===== src/rtl/data_sync_fifo_if.sv =====
// Bus-side bundle for data_sync_fifo: source data/qualifier/ack and the
// destination valid/ready stream with the per-event pulse.
interface data_sync_fifo_if #(
    parameter int unsigned BUS_WIDTH = 8
);
    logic [BUS_WIDTH-1:0] unsync_bus;
    logic                 bus_enable;
    logic                 ack;
    logic [BUS_WIDTH-1:0] sync_bus;
    logic                 sync_valid;
    logic                 sync_ready;
    logic                 enable_pulse;

    modport master (
        output unsync_bus,
        output bus_enable,
        output sync_ready,
        input  ack,
        input  sync_bus,
        input  sync_valid,
        input  enable_pulse
    );

    modport slave (
        input  unsync_bus,
        input  bus_enable,
        input  sync_ready,
        output ack,
        output sync_bus,
        output sync_valid,
        output enable_pulse
    );
endinterface


===== src/rtl/data_sync_fifo.sv =====
// Multi-flop qualifier synchroniser with event capture into a small FIFO.
// Optional sticky drop flag enabled by defining DSYNC_OVERRUN_EN.
module data_sync_fifo #(
    parameter int unsigned NUM_STAGES = 2,
    parameter int unsigned BUS_WIDTH  = 8,
    parameter int unsigned FIFO_DEPTH = 4,
    parameter int unsigned EN_MODE    = 0
) (
    input  logic                   CLK,
    input  logic                   RST,
    data_sync_fifo_if.slave        bus
`ifdef DSYNC_OVERRUN_EN
    ,
    output logic                   overrun,
    input  logic                   overrun_clr
`endif
);

    localparam int unsigned AW = $clog2(FIFO_DEPTH);
    localparam int unsigned PW = AW + 1;

    logic [NUM_STAGES-1:0] sync_chain;
    logic                  en_q;
    logic                  sync_last;
    logic                  event_det;

    logic [PW-1:0]         wr_ptr;
    logic [PW-1:0]         rd_ptr;
    logic                  empty;
    logic                  full;
    logic                  pop;
    logic                  push;
    logic                  pulse_q;

    logic [BUS_WIDTH-1:0]  mem [FIFO_DEPTH];

    // Qualifier synchroniser; en_q is one stage past the chain for edge detect.
    always_ff @(posedge CLK or negedge RST) begin
        if (!RST) begin
            sync_chain <= '0;
            en_q       <= 1'b0;
        end else begin
            sync_chain <= {sync_chain[NUM_STAGES-2:0], bus.bus_enable};
            en_q       <= sync_last;
        end
    end

    assign sync_last = sync_chain[NUM_STAGES-1];

    generate
        if (EN_MODE == 0) begin : g_level
            assign event_det = sync_last & ~en_q;
        end else begin : g_toggle
            assign event_det = sync_last ^ en_q;
        end
    endgenerate

    assign empty = (wr_ptr == rd_ptr);
    assign full  = (wr_ptr[AW] != rd_ptr[AW]) && (wr_ptr[AW-1:0] == rd_ptr[AW-1:0]);
    assign pop   = ~empty & bus.sync_ready;
    // A full queue still takes the new word if the head leaves this cycle.
    assign push  = event_det & (~full | pop);

    always_ff @(posedge CLK or negedge RST) begin
        if (!RST) begin
            wr_ptr  <= '0;
            rd_ptr  <= '0;
            pulse_q <= 1'b0;
        end else begin
            if (push) begin
                wr_ptr <= wr_ptr + 1'b1;
            end
            if (pop) begin
                rd_ptr <= rd_ptr + 1'b1;
            end
            pulse_q <= event_det;
        end
    end

    always_ff @(posedge CLK) begin
        if (push) begin
            mem[wr_ptr[AW-1:0]] <= bus.unsync_bus;
        end
    end

    always_comb begin
        bus.sync_bus = '0;
        if (!empty) begin
            bus.sync_bus = mem[rd_ptr[AW-1:0]];
        end
    end

    assign bus.sync_valid   = ~empty;
    assign bus.enable_pulse = pulse_q;
    assign bus.ack          = en_q;

`ifdef DSYNC_OVERRUN_EN
    logic drop;

    assign drop = event_det & full & ~pop;

    // Set wins over a coincident clear so no drop goes unreported.
    always_ff @(posedge CLK or negedge RST) begin
        if (!RST) begin
            overrun <= 1'b0;
        end else if (drop) begin
            overrun <= 1'b1;
        end else if (overrun_clr) begin
            overrun <= 1'b0;
        end
    end
`endif

endmodule

===== src/flat_wrapper.sv =====
// flat-port wrapper written by rule: the top's interface ports become plain ports
module data_sync_fifo_flat 
#(
    parameter int unsigned NUM_STAGES = 2,
    parameter int unsigned BUS_WIDTH  = 8,
    parameter int unsigned FIFO_DEPTH = 4,
    parameter int unsigned EN_MODE    = 0
)
  (CLK, RST, bus_unsync_bus, bus_bus_enable, bus_sync_ready, bus_ack, bus_sync_bus, bus_sync_valid, bus_enable_pulse);
  data_sync_fifo_if #(.BUS_WIDTH(BUS_WIDTH)) bus_i ();
  input  logic CLK;
  input  logic RST;
  input wire logic [$bits(bus_i.unsync_bus)-1:0] bus_unsync_bus;
  input wire logic [$bits(bus_i.bus_enable)-1:0] bus_bus_enable;
  input wire logic [$bits(bus_i.sync_ready)-1:0] bus_sync_ready;
  output wire logic [$bits(bus_i.ack)-1:0] bus_ack;
  output wire logic [$bits(bus_i.sync_bus)-1:0] bus_sync_bus;
  output wire logic [$bits(bus_i.sync_valid)-1:0] bus_sync_valid;
  output wire logic [$bits(bus_i.enable_pulse)-1:0] bus_enable_pulse;
  assign bus_i.unsync_bus = bus_unsync_bus;
  assign bus_i.bus_enable = bus_bus_enable;
  assign bus_i.sync_ready = bus_sync_ready;
  assign bus_ack = bus_i.ack;
  assign bus_sync_bus = bus_i.sync_bus;
  assign bus_sync_valid = bus_i.sync_valid;
  assign bus_enable_pulse = bus_i.enable_pulse;
  data_sync_fifo #(.NUM_STAGES(NUM_STAGES), .BUS_WIDTH(BUS_WIDTH), .FIFO_DEPTH(FIFO_DEPTH), .EN_MODE(EN_MODE)) u_core (.CLK(CLK), .RST(RST), .bus(bus_i));
endmodule

===== config.mk =====
export PLATFORM = sky130hd
export DESIGN_NAME = data_sync_fifo_flat
export DESIGN_NICKNAME = d
export VERILOG_FILES = /design/src/rtl/data_sync_fifo_if.sv /design/src/rtl/data_sync_fifo.sv /design/src/flat_wrapper.sv
export SDC_FILE = /design/constraint.sdc
export NUM_CORES = 1
export LEC_CHECK = 0
export BUFFER_PORTS_ARGS = -buffer_cell sky130_fd_sc_hd__buf_4
export CAP_MARGIN = 20
export CORE_MARGIN = 10
export CORE_UTILIZATION = 40
export DETAILED_ROUTE_END_ITERATION = 6
export GPL_TIMING_DRIVEN = 0
export PLACE_DENSITY = 0.66
export SLEW_MARGIN = 40
export SYNTH_ARGS = -nofsm -noshare
export SYNTH_HDL_FRONTEND = slang
export SYNTH_SLANG_ARGS = --single-unit

===== constraint.sdc =====
create_clock -name CLK -period 5.82 [get_ports CLK]
set_clock_uncertainty 0.05 [all_clocks]
set_input_delay 1.164 -clock CLK [delete_from_list [all_inputs] [get_ports CLK]]
set_output_delay 1.164 -clock CLK [all_outputs]
set_load 0.005 [all_outputs]

==> reports/metrics.cfg <==
[cells_and_area]
diodes = 0
fillCellCount = 382
drive_gt1_frac = 0.3871
final_common_cell = edfxtp_1
num-nets-final = 140
final_util = 0.4873
area_growth_pct = 18.18
design_area_mm2 = 0.002107
instances_no_fill = 176
most-common-layout-cells = 32 x edfxtp_1, 23 x buf_4, 10 x dfrtp_1

[synth]
ys_warn_count = 0
synth_top_flop_cell = edfxtp_1
synth_nets = 111
yosysSeqAreaShare = 0.6793
syn_inst = 94
synthArstFlopShare = 0.2381
synth-edff-count = 32
syn_area_mm2 = 0.001783
synth_area_per_cell_um2 = 18.97
ys_types = 25
synth-seq-cells = 42

[power_and_ir_drop]
p_leak_uw = 0.0007738
cellPowerDensity_mw_per_mm2 = 486.8
max-vdd-ir-drop_mv = 0.1667

[clock_network]
ctsHoldBuffers = 0
cts_resized = 0
root_buffer = clkbuf_8
cts.htree.levels = 2
cts_setup_buffers = 0
cts_max_path_buffers = 2
cts_made_buffers = 5
clkSlewWorstSetupHoldPaths_ns = 0.08
cts_sinks = 42
clk_latency_ns = 0.30
cts_tree = done

[sta]
rsz0062_at_grt = false
setup_viol = 0
fin_tns_setup_ns = 0
post-route-period-util = 0.5651
hold_violations = 0
tightest_slew_ns = 0.7895
fin_crit_ns = 3.289
final-max-slew-violation-count = 0
max_freq_mhz = 304.1
max_slew_margin = 0.4717

[critical_path]
worst-path-max-fanout = 10
crit_required_ns = 4.61
crit_arrival_ns = 2.07
criticalPathCategory = register to output pin
crit_slowest_cell = nor3_2
critical_path.max_stage_delay_ns = 0.60
cp-start-kind = register
critical_path.endpoint_type = output pin
crit_path_cell_trace = buf_2, xor2_4, nor3_2, nor2b_1, buf_4

[floorplanning]
die-width_um = 86.77
core_area_mm2 = 0.004324
dieHeight_um = 86.77
ios = 23
start_util = 0.4123
die_area_mm2 = 0.007528
rows = 24

[global_routing]
grt_antenna_before_repair = 0
grt-ovfl-total = 0
use_met3 = 0.02908
busiest_layer = met2
grt_pass1_wl_um = 4740
grt_max_degree = 16
grt_util_all_layers = 0.08459
grt_util_met2 = 0.1356
grt_pass1_vias = 923
met1_usage = 0.09248

[place]
dp.cells = 168
dp_hpwl_um = 2033
io_buffers = 22
placed_cell_area_mm2 = 0.002013
gp_congestion = 0.6666

[route]
drtAntennaViolNets = 0
vias = 880
first_pass_iters = 4
drc = 0
drt_wl_total_um = 2875
drtIter0Drc = 50
via_per_inst = 5.000
wire_per_inst_um = 16.34

[min_path]
hold_path.class = register to register

[outcome]
outcome = completed

[flow_run]
cap_violations = 0

[cell usage after synthesis, types with 3 or more instances]
| master | number | share of area |
|---|---|---|
| ha_1 | 5 | 0.035 |
| edfxtp_1 | 32 | 0.54 |
| nor2_1 | 3 | 0.0063 |
| dfrtp_1 | 10 | 0.14 |
| mux4_2 | 8 | 0.10 |
| inv_1 | 6 | 0.013 |
| nor2b_1 | 9 | 0.032 |
| xnor2_1 | 4 | 0.020 |
[power by group]
group / internal [µW] / switching (µW) / total [µW]
combinational: 218 / 209 / 426
sequential: 374 / 36.7 / 411
clock: 86.4 / 102 / 189
[metrics by stage]
step | hold WS [ns] | power (µW) | worst slack [ns]
after detailed placement | 0.2913 | 856.6 | 2.810
after CTS | 0.3098 | 1046 | 2.469
final | 0.3080 | 1026 | 2.531
after global routing | 0.3235 | 1104 | 2.338
after floorplan | 0.2812 | 696.3 | 3.383
after global placement | 0.2858 | 846.0 | 2.865
[metal layers]
metal / routed length, µm / vias up
li1: - / 412
met1: 1171 / 445
met2: 1490 / 16
met3: 125 / 7
met4: 89 / 0
met5: 0 / -
[worst max-delay path, delay by kind of cell, from the launching register on]
kind	cells	cell delay (ns)
buffers and inverters	2	0.48
DFF	1	0.37
and+or+nand+nor	2	0.74
xor gates and xnor gates	1	0.17
[sequential cells by signal (all words and copies together), names as in the netlist]
signal	count
u_core.bus.ack	1
u_core.bus.enable_pulse	1
u_core.mem	32
u_core.rd_ptr	3
u_core.sync_chain	2
u_core.wr_ptr	3
[final timing paths]
| kind | from | end | slack, ns | cells after the start |
|---|---|---|---|---|
| min in group asynchronous | RST | u_core.rd_ptr[1] | 0.63 | 1 |
| max in group asynchronous | RST | u_core.rd_ptr[0] | 4.95 | 1 |
| worst min-delay path | u_core.sync_chain[0] | u_core.sync_chain[1] | 0.31 | 0 |
| worst max-delay path | u_core.rd_ptr[1] | bus_sync_bus[2] | 2.53 | 5 |
| worst min register to register | u_core.sync_chain[0] | u_core.sync_chain[1] | 0.31 | 0 |
| worst max register to register | u_core.rd_ptr[0] | u_core.mem[2][4] | 3.62 | 4 |
[final cells by class]
type	instances	area (µm²)	share of cell area
inverter	6	22.52	0.01069
clock buffer	5	68.82	0.03266
tap	52	65.06	0.03088
timing repair buffer	22	165.2	0.07838
sequential	42	1211	0.5748
clock inverter	3	25.02	0.01188
multi-input combinational	44	536.8	0.2548
buffer	2	12.51	0.005938
[logic make-up (layout without fill, tap and decap cells)]
family / Yosys count / in the layout / share of synthesized area
DFF: 42 / 42 / 0.6793
xor gates and xnor gates: 7 / 7 / 0.04913
buffers and inverters: 8 / 38 / 0.01965
muxes: 10 / 10 / 0.1158
and+or+nand+nor: 16 / 16 / 0.05684
adders and majority gates: 5 / 5 / 0.03509
AOI/OAI and AO/OA: 6 / 6 / 0.04421
(Power assumes the default switching activity.)
